<file path="config.mk">
export PLATFORM = sky130hd
export DESIGN_NAME = mips_instr_encoder_flat
export DESIGN_NICKNAME = d
export VERILOG_FILES = /design/src/rtl/mips_instr_encoder_if.sv /design/src/rtl/mips_instr_encoder.sv /design/src/flat_wrapper.sv
export SDC_FILE = /design/constraint.sdc
export NUM_CORES = 1
export LEC_CHECK = 0
export BUFFER_PORTS_ARGS = -buffer_cell sky130_fd_sc_hd__clkbuf_2
export CORE_AREA = 2 2 163 165
export CTS_BUF_LIST = sky130_fd_sc_hd__clkbuf_8
export CTS_CLUSTER_DIAMETER = 200
export CTS_CLUSTER_SIZE = 20
export DETAILED_ROUTE_END_ITERATION = 6
export DIE_AREA = 0 0 165 167
export GPL_TIMING_DRIVEN = 0
export PLACE_DENSITY_LB_ADDON = 0.2
export SYNTH_ARGS = -nofsm -noshare
export SYNTH_HDL_FRONTEND = slang
export SYNTH_SLANG_ARGS = --single-unit
</file>
<file path="constraint.sdc">
create_clock -name clk -period 2.9 [get_ports clk]
set_input_delay 0.145 -clock clk [delete_from_list [all_inputs] [get_ports clk]]
set_output_delay 0.145 -clock clk [all_outputs]
set_load 0.05 [all_outputs]
</file>
<file path="src/rtl/mips_instr_encoder_if.sv">
`default_nettype none
// ============================================================================
//  Module      : mips_instr_encoder_if
//  Description : Field-bundle input stream and encoded-word output stream
//                of the MIPS instruction encoder.
//  Revision    : 1.0  initial release
// ============================================================================
interface mips_instr_encoder_if #(
    parameter int ADDR_W = 10
);
    logic              in_valid;
    logic              in_ready;
    logic [2:0]        in_op;
    logic [4:0]        in_rs;
    logic [4:0]        in_rt;
    logic [4:0]        in_rd;
    logic [4:0]        in_shamt;
    logic [5:0]        in_funct;
    logic [15:0]       in_imm;
    logic              out_valid;
    logic              out_ready;
    logic [31:0]       out_instr;
    logic [ADDR_W-1:0] out_addr;

    // Producer of field bundles and consumer of encoded words
    modport master (
        output in_valid, in_op, in_rs, in_rt, in_rd, in_shamt, in_funct, in_imm,
        output out_ready,
        input  in_ready, out_valid, out_instr, out_addr
    );

    // Encoder side
    modport slave (
        input  in_valid, in_op, in_rs, in_rt, in_rd, in_shamt, in_funct, in_imm,
        input  out_ready,
        output in_ready, out_valid, out_instr, out_addr
    );
endinterface
`default_nettype wire

</file>
<file path="src/rtl/mips_instr_encoder.sv">
`default_nettype none
// ============================================================================
//  Module      : mips_instr_encoder
//  Description : Encodes R-type / lw / sw / beq / nop field bundles into
//                32-bit MIPS words, tags each with an instruction-memory word
//                address and buffers them in a small FIFO.
//  Revision    : 1.0  initial release
// ============================================================================
module mips_instr_encoder #(
    parameter int DEPTH     = 4,
    parameter int ADDR_W    = 10,
    parameter int BASE_ADDR = 0
) (
    input  wire logic                    clk,
    input  wire logic                    rst,
    mips_instr_encoder_if.slave          bus,
    output logic                         err,
    output logic [7:0]                   err_count,
    output logic [$clog2(DEPTH):0]       level
);
    localparam int PTR_W = $clog2(DEPTH);
    localparam int LVL_W = PTR_W + 1;
    localparam int ENT_W = ADDR_W + 32;

    localparam logic [LVL_W-1:0]  c_FULL      = LVL_W'(DEPTH);
    localparam logic [ADDR_W-1:0] c_BASE      = ADDR_W'(BASE_ADDR);

    localparam logic [2:0] c_OP_RTYPE = 3'b000;
    localparam logic [2:0] c_OP_LW    = 3'b001;
    localparam logic [2:0] c_OP_SW    = 3'b010;
    localparam logic [2:0] c_OP_BEQ   = 3'b011;
    localparam logic [2:0] c_OP_NOP   = 3'b100;

    localparam logic [5:0] c_OPC_RTYPE = 6'b000000;
    localparam logic [5:0] c_OPC_LW    = 6'b100011;
    localparam logic [5:0] c_OPC_SW    = 6'b101011;
    localparam logic [5:0] c_OPC_BEQ   = 6'b000100;

    logic [ENT_W-1:0]  r_mem [DEPTH];
    logic [PTR_W-1:0]  r_wptr;
    logic [PTR_W-1:0]  r_rptr;
    logic [LVL_W-1:0]  r_level;
    logic [ADDR_W-1:0] r_addr;
    logic              r_err;
    logic [7:0]        r_err_cnt;

    logic [31:0]       w_instr;
    logic              w_legal;
    logic              w_accept;
    logic              w_push;
    logic              w_pop;
    logic [ENT_W-1:0]  w_head;

    // Handshakes depend only on registered occupancy, never on out_ready
    assign bus.in_ready  = (r_level != c_FULL);
    assign bus.out_valid = (r_level != '0) && !rst;
    assign w_accept      = bus.in_valid && bus.in_ready;
    assign w_push        = w_accept && w_legal;
    assign w_pop         = bus.out_valid && bus.out_ready;

    // Head entry drives the output; data reads zero whenever nothing is valid
    assign w_head        = r_mem[r_rptr];
    assign bus.out_instr = bus.out_valid ? w_head[31:0] : 32'h0;
    assign bus.out_addr  = bus.out_valid ? w_head[ENT_W-1:32] : '0;

    assign level     = r_level;
    assign err       = r_err;
    assign err_count = r_err_cnt;

    // Field-to-word encoder; unused fields of a class are dropped
    always_comb begin
        w_instr = 32'h0;
        w_legal = 1'b1;
        case (bus.in_op)
            c_OP_RTYPE: w_instr = {c_OPC_RTYPE, bus.in_rs, bus.in_rt, bus.in_rd,
                                   bus.in_shamt, bus.in_funct};
            c_OP_LW:    w_instr = {c_OPC_LW,  bus.in_rs, bus.in_rt, bus.in_imm};
            c_OP_SW:    w_instr = {c_OPC_SW,  bus.in_rs, bus.in_rt, bus.in_imm};
            c_OP_BEQ:   w_instr = {c_OPC_BEQ, bus.in_rs, bus.in_rt, bus.in_imm};
            c_OP_NOP:   w_instr = 32'h0;
            default:    w_legal = 1'b0;
        endcase
    end

    // FIFO storage: word plus its address, written at the tail
    always_ff @(posedge clk) begin
        if (w_push) begin
            r_mem[r_wptr] <= {r_addr, w_instr};
        end
    end

    // Pointers, occupancy and address counter
    always_ff @(posedge clk) begin
        if (rst) begin
            r_wptr  <= '0;
            r_rptr  <= '0;
            r_level <= '0;
            r_addr  <= c_BASE;
        end else begin
            if (w_push) begin
                r_wptr <= r_wptr + 1'b1;
                r_addr <= r_addr + 1'b1;
            end
            if (w_pop) begin
                r_rptr <= r_rptr + 1'b1;
            end
            case ({w_push, w_pop})
                2'b10:   r_level <= r_level + 1'b1;
                2'b01:   r_level <= r_level - 1'b1;
                default: r_level <= r_level;
            endcase
        end
    end

    // Illegal-bundle pulse and saturating counter
    always_ff @(posedge clk) begin
        if (rst) begin
            r_err     <= 1'b0;
            r_err_cnt <= 8'h00;
        end else begin
            r_err <= w_accept && !w_legal;
            if (w_accept && !w_legal && (r_err_cnt != 8'hFF)) begin
                r_err_cnt <= r_err_cnt + 8'd1;
            end
        end
    end
endmodule
`default_nettype wire

</file>
<file path="src/flat_wrapper.sv">
// flat-port wrapper written by rule: the top's interface ports become plain ports
module mips_instr_encoder_flat 
#(
    parameter int DEPTH     = 4,
    parameter int ADDR_W    = 10,
    parameter int BASE_ADDR = 0
)
  (clk, rst, err, err_count, level, bus_in_valid, bus_in_op, bus_in_rs, bus_in_rt, bus_in_rd, bus_in_shamt, bus_in_funct, bus_in_imm, bus_out_ready, bus_in_ready, bus_out_valid, bus_out_instr, bus_out_addr);
  mips_instr_encoder_if #(.ADDR_W(ADDR_W)) bus_i ();
  input  wire logic clk;
  input  wire logic rst;
  output logic err;
  output logic [7:0] err_count;
  output logic [$clog2(DEPTH):0] level;
  input wire logic [$bits(bus_i.in_valid)-1:0] bus_in_valid;
  input wire logic [$bits(bus_i.in_op)-1:0] bus_in_op;
  input wire logic [$bits(bus_i.in_rs)-1:0] bus_in_rs;
  input wire logic [$bits(bus_i.in_rt)-1:0] bus_in_rt;
  input wire logic [$bits(bus_i.in_rd)-1:0] bus_in_rd;
  input wire logic [$bits(bus_i.in_shamt)-1:0] bus_in_shamt;
  input wire logic [$bits(bus_i.in_funct)-1:0] bus_in_funct;
  input wire logic [$bits(bus_i.in_imm)-1:0] bus_in_imm;
  input wire logic [$bits(bus_i.out_ready)-1:0] bus_out_ready;
  output wire logic [$bits(bus_i.in_ready)-1:0] bus_in_ready;
  output wire logic [$bits(bus_i.out_valid)-1:0] bus_out_valid;
  output wire logic [$bits(bus_i.out_instr)-1:0] bus_out_instr;
  output wire logic [$bits(bus_i.out_addr)-1:0] bus_out_addr;
  assign bus_i.in_valid = bus_in_valid;
  assign bus_i.in_op = bus_in_op;
  assign bus_i.in_rs = bus_in_rs;
  assign bus_i.in_rt = bus_in_rt;
  assign bus_i.in_rd = bus_in_rd;
  assign bus_i.in_shamt = bus_in_shamt;
  assign bus_i.in_funct = bus_in_funct;
  assign bus_i.in_imm = bus_in_imm;
  assign bus_i.out_ready = bus_out_ready;
  assign bus_in_ready = bus_i.in_ready;
  assign bus_out_valid = bus_i.out_valid;
  assign bus_out_instr = bus_i.out_instr;
  assign bus_out_addr = bus_i.out_addr;
  mips_instr_encoder #(.DEPTH(DEPTH), .ADDR_W(ADDR_W), .BASE_ADDR(BASE_ADDR)) u_core (.clk(clk), .rst(rst), .bus(bus_i), .err(err), .err_count(err_count), .level(level));
endmodule
</file>
==> results.txt, run 1 <==
The flow ran to the end, and the final reports show no timing, DRC or antenna violations. The maximum number of buffers from clock root to sink is 2. Master cell of the clock root buffer: clkbuf_8.

The library cells used most frequently in the layout, excluding fill and tap cells, are edfxtp_1, clkbuf_2, nand2_1, and2_1, mux4_2. Once the floorplan was initialized, standard cells occupied 29.4% of the core. In the post-route analysis, the smallest setup slack over all paths is 0.255 ns. For the worst setup path, the data required time is 2.76 ns. The logs give 0 for the total global routing overflow and 2503 for the number of fill cells. The worst path needs 2.64 ns of the cycle, external delays included. In this run the remaining antenna-violating nets after routing total 0. The largest stage delay on the critical path is 0.55 ns, and the detailed-route wire length per cell is 17.7 um. Placed instance area: 0.00861 sq mm. Counting flops with an async set or reset pin after synthesis yields a share of 0%. The logs give 0.0117 ns for the final worst clock skew and 0.00758 sq mm for the total standard cell area after synthesis.

Yosys printed 0 warnings. Setup repair after global routing left no endpoint under its margin. CTS saw 184 sinks. The run gives 0.26 ns as the reg-to-reg setup timing slack. The floorplan step defined a core boundary enclosing 0.0258 sq mm. The count of flip-flops with a built-in enable after synthesis was 156; the proportion of layout cells with a drive suffix above 1 was 32.5%.

Including well taps, the total number of placed cells is 915. Counting the buffers created by CTS gives 17. The H-tree depth came out at 4.

For the number of nets in the layout, the log shows 656. The worst setup path is of the flop to output port kind. The path category of the worst min-delay check is primary input to flop.

Synthesis produced a netlist with a net count of 530. The final critical path takes up 91.2% of the cycle. For the remaining design rule violation count, the log shows 0. TritonCTS built the clock tree. The cell that appears most often on the critical path is buf_4. The routed design has 16.8 mm of wire. The logs give 5 for the first-pass detailed-route iteration total and 947 for the final cell count without fillers. At the later pin of the worst-skew pair, clock insertion delay measures 0.46 ns. In this run the worst setup path terminates at bus_out_instr[31]. For the final-report max-slew violation count, the log shows 0. The run gives 0 as the total of endpoints with negative setup slack in the final report.

The maximum fanout count along the critical path came out at 10. Summing the sequential cell areas from Yosys gives 69.2% of the chip area. The run gives 42.0% as the worst relative slew slack. The detailed router finished its first iteration with 195 violations. The largest individual stage delay along the critical path comes from the cell mux4_2.

The tightest hold path in the finished design has a slack of 0.0774 ns. Compared with the post-synthesis result, the final layout area differs by 19.1%. At the end of routability-driven placement, the weighted congestion stood at 0.738.

The clock-pin slew on the worst setup and hold paths was 0.10 ns; the placement row count was 59. For the pin with the worst max-slew slack, the measured transition is 0.867 ns. The run gives 0 as the number of hold-slack violations in the final timing report.

After detailed routing, the number of vias per cell comes to 4.61. The post-route total power was 5.65 mW; the worst endpoint data arrival time was 2.50 ns. The run gives 25.7 mm as the wire length of the first global-routing pass.

Prior to clock tree synthesis, the placed netlist has a worst setup slack of 0.252 ns. The tools report the number of global-route vias before repair as 4597. Startpoint of the lowest-slack register-to-register path: u_core.level[2]. The total routing usage reported by global routing was 12.6%. The run gives 473 as the instance count of the mapped netlist.

Area enclosed by the die boundary: 0.0276 sq mm. Leaving out fill and tap cells, the most frequent cell in the layout is edfxtp_1. The predominant post-synthesis flop cell is edfxtp_1. Walking the worst path, the cells encountered are clkbuf_4, buf_4, mux4_2, and2_1, buf_4, clkbuf_2. Timing would allow up to 378 MHz.

Measured along the x axis, the die boundary spans 165 um. VDD sags by at most 0.000260 V. In this run the tool buffered the top-level ports with 103 buffer cells. For the post-CTS repair timing setup buffer count, the log shows 0.

Summed over all cells, the static leakage comes to 3.19 nW. The placed wire-length estimate was 11.3 mm; the post-synthesis area per instance was 16.0 sq um. The endpoint identified for the worst register-to-register timing path is u_core.level[2].

Entering global routing, the biggest net connects 23 pins. The number of I/O pins came out at 105. The share of the core filled with cells came out at 35.0%. Synthesis inferred 184 register bits. The synthesized netlist contains 42 unique library cells. The areal power density over the cells works out to 626 mW/mm^2. The number of hold buffers added after CTS was 0. Setup total negative slack on the finished layout was measured at 0 ns. For the total inserted antenna cells, the log shows 0.

The number of violations of the max-capacitance limit is 0, and the cell count of the worst reg-to-reg path is 11. In this run the vertical extent of the chip is 167 um. For the post-route cell area, the log shows 0.00903 sq mm. For the initial antenna violation count, the log shows 0. STA classifies the critical path startpoint as a flop. The worst setup path is captured at an output port. The tools report the via count as 4366.
what timing repair did:
| item | 4_1_cts | 5_1_grt |
|---|---|---|
| resized for setup | 3 | 1 |
| pin swaps | 0 | 0 |
| endpoints found under the setup margin | 12 | 2 |
cell families (layout without fill, tap and decap cells):
kind of cell	count (synthesis)	count (layout)	share of synthesized area (%)
flip-flops	184	184	69.2
AND/OR/NAND/NOR	150	150	10.7
multiplexers	43	43	12.2
AO/OA/AOI/OAI	40	40	3.04
buffers and inverters	37	176	2.31
XOR/XNOR	10	10	1.15
adder cells (fa/ha/maj)	8	8	1.42
other	1	1	0.0494
flip-flops by register name, summed over array words and instances (netlist names), named ones only:
register	flops
u_core.r_wptr	2
u_core.err_count	8
u_core.r_mem	156
u_core.r_rptr	2
u_core.err	1
u_core.r_addr	10
u_core.level	3
synthesized netlist by cell type, drive strengths merged, types with 5 or more instances:
cell type | number | area (sq um)
ha | 7 | 87.6
buf | 12 | 78.8
a21oi | 27 | 135
o21ai | 5 | 28.8
nand2 | 41 | 154
nor2 | 20 | 75.1
mux4 | 39 | 878
and2 | 44 | 275
dfxtp | 28 | 561
nor2b | 13 | 81.3
xor2 | 6 | 52.6
nand4 | 8 | 56.3
clkbuf | 16 | 60.1
edfxtp | 156 | 4680
inv | 9 | 36.3
worst min-delay path by stage:
stage / depth (start not counted) / slack (ns) / endpoint / from
6_report: 2 / 0.08 / u_core.r_mem[3][21] / bus_in_rs[0]
5_1_grt: 2 / 0.05 / u_core.r_mem[0][18] / bus_in_rt[2]
4_1_cts: 3 / 0.04 / u_core.r_addr[8] / rst
3_5_place_dp: 1 / 0.46 / u_core.r_rptr[1] / u_core.r_rptr[1]
3_3_place_gp: 1 / 0.45 / u_core.r_rptr[1] / u_core.r_rptr[1]
2_1_floorplan: 2 / 0.36 / u_core.r_addr[8] / rst
power by group:
part	total (mW)	internal [mW]	leakage, nW	switching [mW]
clock network	1.78	0.806	0.211	0.977
registers	3.00	2.96	1.70	0.0348
logic	0.871	0.286	1.28	0.585
layout make-up:
type | instances | area, sq um | area share (%)
multi-input combinational | 252 | 2170 | 24.0
clock inverter | 15 | 176 | 1.95
clock buffer | 17 | 234 | 2.59
timing repair buffer | 107 | 603 | 6.68
buffer | 28 | 146 | 1.62
tap | 335 | 419 | 4.64
sequential | 184 | 5250 | 58.1
inverter | 9 | 36.3 | 0.402
critical path, delay by kind of cell (launching register included):
family | cells | cell delay (ns)
buffers and inverters | 4 | 0.92
muxes | 1 | 0.55
and+or+nand+nor | 1 | 0.20
DFF | 1 | 0.37
per-layer routing:
metal	share of wire, %	up-vias	track usage, %
li1	-	2041	-
met1	43	2226	16.2
met2	52	89	21.2
met3	4.4	10	3.21
met4	0.79	0	3.06
met5	0	-	0
No activity file was read; power rests on OpenSTA's default activity.
==> run 2, diff against run 1 <==
--- a/config.mk
+++ b/config.mk
@@ -13,7 +13,7 @@
 export DETAILED_ROUTE_END_ITERATION = 6
 export DIE_AREA = 0 0 165 167
 export GPL_TIMING_DRIVEN = 0
-export PLACE_DENSITY_LB_ADDON = 0.2
+export PLACE_DENSITY_LB_ADDON = 0.1
 export SYNTH_ARGS = -nofsm -noshare
 export SYNTH_HDL_FRONTEND = slang
 export SYNTH_SLANG_ARGS = --single-unit
==> run 2 against run 1 <==
  * Clock power decreased by 7%
  * Combinational power rose by 1%
  * Sequential power about the same
  * Critical endpoint is now bus_out_instr[27]
  * Largest cell class unchanged
  * Highest routed layer unchanged
==> results.txt, run 2 (synthesis gave the netlist of run 1 again) <==
The flow ran to the end, and the final reports show no timing, DRC or antenna violations. The final critical-path setup slack is 0.240 ns (was 0.255 ns). The H-tree depth came out at 4 (unchanged).

Final worst clock skew: 0.0108 ns (was 0.0117 ns). For the remaining number of nets flagged by the antenna check after routing, the log shows 0 (unchanged). The areal power density over the cells came out at 614 mW/mm^2 (was 626 mW/mm^2). The cell leakage power is 3.17 nW (was 3.19 nW), and the post-CTS repair timing setup buffer count is 0 (unchanged). The tools report the remaining design rule violation count as 0 (unchanged). The most common cell after layout, fill and taps aside is edfxtp_1 (unchanged). Number of flip-flops in the largest register: 156 (unchanged).

For the number of hold buffers added after cts, the log shows 0 (unchanged). The number of I/O pins came out at 105 (unchanged). The tools report the final weighted congestion of routability-driven global placement as 0.794 (was 0.738). Via count: 4376 (was 4366). The number of global-route vias before repair came out at 4654 (was 4597). For the total routing usage reported by global routing, the log shows 13.4% (was 12.6%).

The die boundary width is 165 um (unchanged), and the number of hold-slack violations in the final timing report is 0 (unchanged). The path category of the worst min-delay check is primary input to flop (unchanged). The logs give 0.0258 sq mm (unchanged) for the core region area and 0 (unchanged) for the total inserted antenna cells. The tools report the area enclosed by the die boundary as 0.0276 sq mm (unchanged). Category of the most critical setup path: flop to output port (unchanged). The tools report the number of clock buffers inserted by TritonCTS as 17 (unchanged).

Post-route cell area: 0.00900 sq mm (was 0.00903 sq mm). The proportion of layout cells with a drive suffix above 1 is 32.7% (was 32.5%), and the overall routed net length is 17.4 mm (was 16.8 mm). Largest register by flop count: u_core.r_mem (unchanged). The maximum operating frequency came out at 376 MHz (was 378 MHz). The tools report the kind of end point of the critical path as an output port (unchanged). The logs give 0.00862 sq mm (was 0.00861 sq mm) for the placed instance area and 2.76 ns (about the same) for the required time at the worst-slack endpoint. Commonest non-fill, non-tap cells in the layout: edfxtp_1, clkbuf_2, nand2_1, and2_1, mux4_2 (unchanged). The number of violations of the max-capacitance limit is 0 (unchanged), and the area added between synthesis and finish is 18.7% (was 19.1%).

The run gives 195 (unchanged) as the initial detailed-routing violation count. The placed wire-length estimate came out at 11.6 mm (was 11.3 mm). The sink count of the clock tree was 184 (unchanged); the overall die height was 167 um (unchanged). The multi-input combinational cell area was 0.00217 sq mm (unchanged); the detailed-route vias per instance was 4.62 (was 4.61). The clock network latency to the later pin of the worst-skew pair is 0.46 ns (about the same), and the pre-CTS setup slack is 0.173 ns (was 0.252 ns). The run gives 0 (unchanged) as the total of endpoints with negative setup slack in the final report. The clock-pin slew on the worst setup and hold paths is 0.10 ns (about the same), and the share of the core filled with cells is 34.9% (was 35.0%).

The tools report the number of cells in the design after placement as 915 (unchanged). Setup repair after global routing left no endpoint under its margin. The maximum fanout count along the critical path is 10 (unchanged), and the final-report max-slew violation count is 0 (unchanged). The tools report the final cell count without fillers as 947 (unchanged). The largest voltage drop on the vdd net was 0.000267 V (was 0.000260 V); the worst relative slew slack was 46.5% (was 42.0%).

Worst endpoint data arrival time: 2.52 ns (was 2.50 ns). The total global routing overflow is 0 (unchanged), and the initial antenna violation count is 0 (unchanged). The share of the cycle needed by the critical path after routing came out at 91.7% (was 91.2%).

TritonCTS built the clock tree. The type of origin of the critical path is a flop (unchanged). The run gives 28 (was 23) as the largest net degree at the start of global routing.

For the wire length of the first global-routing pass, the log shows 26.8 mm (was 25.7 mm). The shortest clock period the worst path allows after layout was 2.66 ns (was 2.64 ns). The number of fill cells is 2528 (was 2503).

The count of buffers from port buffering was 103 (unchanged); the post-route total power was 5.53 mW (was 5.65 mW). The master cell of the clock root buffer was clkbuf_8 (unchanged). The combined flip-flop and latch cell area was 0.00525 sq mm (unchanged); the maximum number of buffers from clock root to sink was 2 (unchanged).

The tools report the placement row count as 59 (unchanged). The initial core utilization was 29.4% (unchanged); the first-pass detailed-route iteration total was 4 (was 5). Detailed-route wire length per cell: 18.4 um (was 17.7 um). The tools report the number of nets in the layout as 656 (unchanged).

Slew at the pin closest to its max-slew limit: 0.803 ns (was 0.867 ns).
run 2: cell count changes in the layout (fill, tap and decap cells not counted), moves of 2 or more:
| cell | change |
|---|---|
| clkinv_1 | -2 |
| clkinv_4 | +2 |
| clkinvlp_4 | +3 |
| inv_8 | -4 |
run 2: repair_timing:
action / in CTS / in global routing
gates cloned: 0 / 0
setup endpoints to repair: 12 / 1
gates resized for setup: 4 / 1
run 2: stage by stage:
stage	TNS [ns]	hold WS, ns
after global routing	0	0.0454
after detailed placement	0	0.487
after floorplan	0	0.362
final	0	0.0623
after CTS	0	0.0214
after global placement	-70.46	0.481
run 2: metal layers:
metal  wire [um]  vias to the layer above  global-route usage (%)  part of all wire, %
met5           0                        -                       0                    0
met4         177                        0                    4.27                  1.0
met3         772                       13                    3.21                  4.4
met2        9040                       81                    22.8                   52
met1        7400                     2245                    16.6                   43
li1            -                     2037                       -                    -
run 2: cell type report:
| type | instances | area share (%) |
|---|---|---|
| buffer | 28 | 1.63 |
| clock buffer | 17 | 2.60 |
| clock inverter | 15 | 1.58 |
| inverter | 9 | 0.403 |
| multi-input combinational | 252 | 24.1 |
| sequential | 184 | 58.3 |
| tap | 335 | 4.66 |
| timing repair buffer | 107 | 6.78 |
run 2: worst paths after layout:
kind / start / to / slack, ns / depth (start not counted)
worst max-delay path: u_core.level[0] / bus_out_instr[27] / 0.24 / 6
worst min-delay path: rst / u_core.r_addr[8] / 0.06 / 3
worst max register to register: u_core.level[2] / u_core.level[2] / 0.29 / 11
worst min register to register: u_core.err_count[7] / u_core.err_count[7] / 0.50 / 2
run 2: worst max-delay path, cell delays in order (launching register included):
cell and delay, ns:
dfxtp_1 0.42, nor3_1 0.10, nor2_1 0.41, buf_1 0.44, and2_1 0.28, buf_4 0.13, clkbuf_2 0.26
run 2: power by group:
part	total [mW]	internal (mW)	switching [mW]
Combinational	0.880	0.287	0.593
Sequential	3.00	2.96	0.0336
Clock	1.65	0.698	0.955
==> run 3, diff against run 2 <==
--- a/config.mk
+++ b/config.mk
@@ -13,7 +13,7 @@
 export DETAILED_ROUTE_END_ITERATION = 6
 export DIE_AREA = 0 0 165 167
 export GPL_TIMING_DRIVEN = 0
-export PLACE_DENSITY_LB_ADDON = 0.1
+export PLACE_DENSITY = 0.47
 export SYNTH_ARGS = -nofsm -noshare
 export SYNTH_HDL_FRONTEND = slang
 export SYNTH_SLANG_ARGS = --single-unit
==> constraint.sdc (replaced) <==
create_clock -name clk -period 2.9 [get_ports clk]
set_input_delay 0.87 -clock clk [delete_from_list [all_inputs] [get_ports clk]]
set_output_delay 0.87 -clock clk [all_outputs]
set_load 0.05 [all_outputs]
==> run 3 against run 2 <==
  * The flow now finishes with violations (negative setup slack)
  * Die area did not move
  * Routed wire length fell by 0.89%
  * Worst hold slack improved by 0.41 ns
  * Core utilization rose by 1.6 points
  * Critical path depth did not move
  * Register-to-register slack got worse by 0.10 ns
  * Final area rose by 4.4%
  * Flip-flop and latch count did not move
  * Combinational power rose by 15%
==> results.txt, run 3 (synthesis gave the netlist of run 1 again) <==
Total inserted antenna cells: 0 (unchanged). The placement row count is 59 (unchanged), and the final critical-path setup slack is -0.00601 ns (was 0.240 ns). The detailed-route wire length per cell is 18.1 um (was 18.4 um), and the met3 track utilization from global routing is 3.51% (was 3.21%).

The path category of the worst min-delay check was flop to flop (was primary input to flop). Clock-pin slew on the worst setup and hold paths: 0.10 ns (about the same). The number of hold-slack violations in the final timing report was 0 (unchanged); the number of global-route vias before repair was 4674 (was 4654). The area enclosed by the die boundary was 0.0276 sq mm (unchanged). The largest register by flop count is u_core.r_mem (unchanged).

Total of endpoints with negative setup slack in the final report: 2 (was 0). The sink count of the clock tree came out at 184 (unchanged). The detailed-route vias per instance came out at 4.63 (was 4.62). The most numerous cell type found on the critical path is buf_12. Commonest non-fill, non-tap cells in the layout: edfxtp_1, clkbuf_2, nand2_1, mux4_2, and2_1 (was edfxtp_1, clkbuf_2, nand2_1, and2_1, mux4_2). Clock network latency to the later pin of the worst-skew pair: 0.46 ns (about the same). The maximum operating frequency was 344 MHz (was 376 MHz); the die boundary width was 165 um (unchanged).

The number of fill cells came out at 2451 (was 2528). The shortest clock period the worst path allows after layout works out to 2.91 ns (was 2.66 ns). The category of cells accounting for the largest share of critical-path delay is buffers and inverters (unchanged). The initial antenna violation count was 0 (unchanged); the number of violations of the max-capacitance limit was 0 (unchanged). Setup repair after global routing could not meet its margin everywhere.

Overall die height: 167 um (unchanged). The worst hold path depth works out to 1 (was 3). The peak-usage layer in the global routing report was met2 (unchanged). The largest voltage drop on the vdd net came out at 0.000243 V (was 0.000267 V). The run gives 17.2 mm (was 17.4 mm) as the overall routed net length. The logs give -0.0108 ns (was 0 ns) for the sum of negative setup slack and 0 (unchanged) for the remaining number of nets flagged by the antenna check after routing. The final-report max-slew violation count came out at 0 (unchanged). The run gives 48.0% (was 46.5%) as the worst relative slew slack. For the total routing usage reported by global routing, the log shows 12.9% (was 13.4%). The maximum fanout count along the critical path was 8 (was 10); the met2 usage in global routing was 21.5% (was 22.8%).

TritonCTS built the clock tree. The placed instance area came out at 0.00861 sq mm (was 0.00862 sq mm). The logs give 0.00940 sq mm (was 0.00900 sq mm) for the post-route cell area and 212 (was 195) for the initial detailed-routing violation count. The areal power density over the cells is 600 mW/mm^2 (was 614 mW/mm^2), and the largest stage delay on the critical path is 0.50 ns (was 0.44 ns).

The via count is 4410 (was 4376), and the worst endpoint data arrival time is 2.04 ns (was 2.52 ns). The largest net degree at the start of global routing was 22 (was 28); the area added between synthesis and finish was 24.0% (was 18.7%). The final worst clock skew was 0.0140 ns (was 0.0108 ns).

The worst slack on hold paths was 0.474 ns (was 0.0623 ns); the critical path buffer and inverter count was 4 (was 3). The tools report the global-route track usage on met1 as 16.3% (was 16.6%). The kind of end point of the critical path was an output port (unchanged).

Slew at the pin closest to its max-slew limit: 0.778 ns (was 0.803 ns). The most common cell after layout, fill and taps aside is edfxtp_1 (unchanged). Proportion of layout cells with a drive suffix above 1: 36.2% (was 32.7%). The tools report the initial core utilization as 29.4% (unchanged). For the required time at the worst-slack endpoint, the log shows 2.03 ns (was 2.76 ns).

The number of clock buffers inserted by TritonCTS was 17 (unchanged). For the maximum number of buffers from clock root to sink, the log shows 2 (unchanged). The cell with the largest stage delay on the worst path was mux4_2 (was buf_1).

The combined flip-flop and latch cell area was 0.00525 sq mm (about the same); the number of nets in the layout was 662 (was 656). The multi-input combinational cell area came out at 0.00220 sq mm (was 0.00217 sq mm). Cell count of the worst reg-to-reg path: 11 (unchanged).

H-tree depth: 4 (unchanged). The tools report the type of origin of the critical path as a flop (unchanged). The checks that failed: negative setup slack.

For the number of I/O pins, the log shows 105 (unchanged). Cell-by-cell listing of the critical path: buf_12, buf_12, mux4_2, and2_4, buf_6, clkbuf_16 (was nor3_1, nor2_1, buf_1, and2_1, buf_4, clkbuf_2). The final weighted congestion of routability-driven global placement is 0.740 (was 0.794), and the share of the cycle needed by the critical path after routing is 100% (was 91.7%).

The run finished, with violations left. The placed wire-length estimate is 11.4 mm (was 11.6 mm). For the total global routing overflow, the log shows 0 (unchanged). The core region area is 0.0258 sq mm (unchanged), and the cell leakage power is 3.31 nW (was 3.17 nW). The cell depth of the worst setup path is 6 (unchanged).

The number of flip-flops in the largest register is 156 (unchanged). Category of the most critical setup path: flop to output port (unchanged). The wire length of the first global-routing pass came out at 26.3 mm (was 26.8 mm). The count of buffers from port buffering was 103 (unchanged). First-pass detailed-route iteration total: 4 (unchanged). The run gives 0 (unchanged) as the remaining design rule violation count. The number of hold buffers added after cts is 0 (unchanged).

The master cell of the clock root buffer is clkbuf_8 (unchanged).
==> run 3: cell types whose count changed in the layout (fill, tap and decap cells not counted), sizes merged <==
cell    change
inv         -2
buf        +30
clkbuf     -24
bufinv      -1
clkinv      +3
==> run 3: worst paths after layout <==
| path | start | endpoint | slack (ns) |
|---|---|---|---|
| worst max-delay path | flop | bus_out_instr[27] | -0.006 |
| worst min-delay path | u_core.r_rptr[1] | flop | 0.47 |
| worst max register to register | u_core.level[2] | u_core.level[2] | 0.19 |
| worst min register to register | u_core.r_rptr[1] | flop | 0.47 |
==> run 3: worst reg2reg max path, stage by stage (launching register included) <==
cell	delay, ns
dfxtp_1	0.42
or3b_1	0.38
buf_6	0.15
and3_4	0.17
buf_6	0.14
inv_4	0.08
ha_1	0.19
inv_1	0.06
fa_1	0.38
xor2_1	0.18
or3_1	0.31
a21oi_1	0.17
==> run 3: where the power goes <==
group,internal [mW],switching [mW],leakage [nW]
sequential,2.96,0.0405,1.70
combinational,0.409,0.602,1.43
clock,0.630,0.994,0.181
total,4.00,1.64,3.31
==> run 3: cell type report <==
cell class	instances	share of cell area [%]
Clock inverter	15	1.52
Tap cell	335	4.46
Inverter	9	0.386
Clock buffer	17	2.49
Sequential cell	184	55.8
Multi-Input combinational cell	252	23.4
Timing Repair Buffer	113	9.55
Buffer	28	2.38
==> run 3: per-layer routing <==
layer	routed length, um	share of wire, %
met5	0	0
met2	8700	50
met1	7530	44
met3	772	4.5
met4	241	1.4
==> run 3: metrics by stage <==
stage          total power, mW  utilization, %  instances  setup slack [ns]
2_1_floorplan             3.68               -        473            0.0737
3_3_place_gp              3.93            33.1        911             -1.09
3_5_place_dp              3.96            33.4        915            -0.508
4_1_cts                   5.70            36.2        950           -0.0669
5_1_grt                   5.89            36.5        953           -0.0953
6_report                  5.64            36.5        953          -0.00601
==> run 3: what timing repair did <==
action                     CTS  global route
pin swaps                    3             0
setup buffers                3             3
setup endpoints to repair   42            41
gates resized for setup     86            35
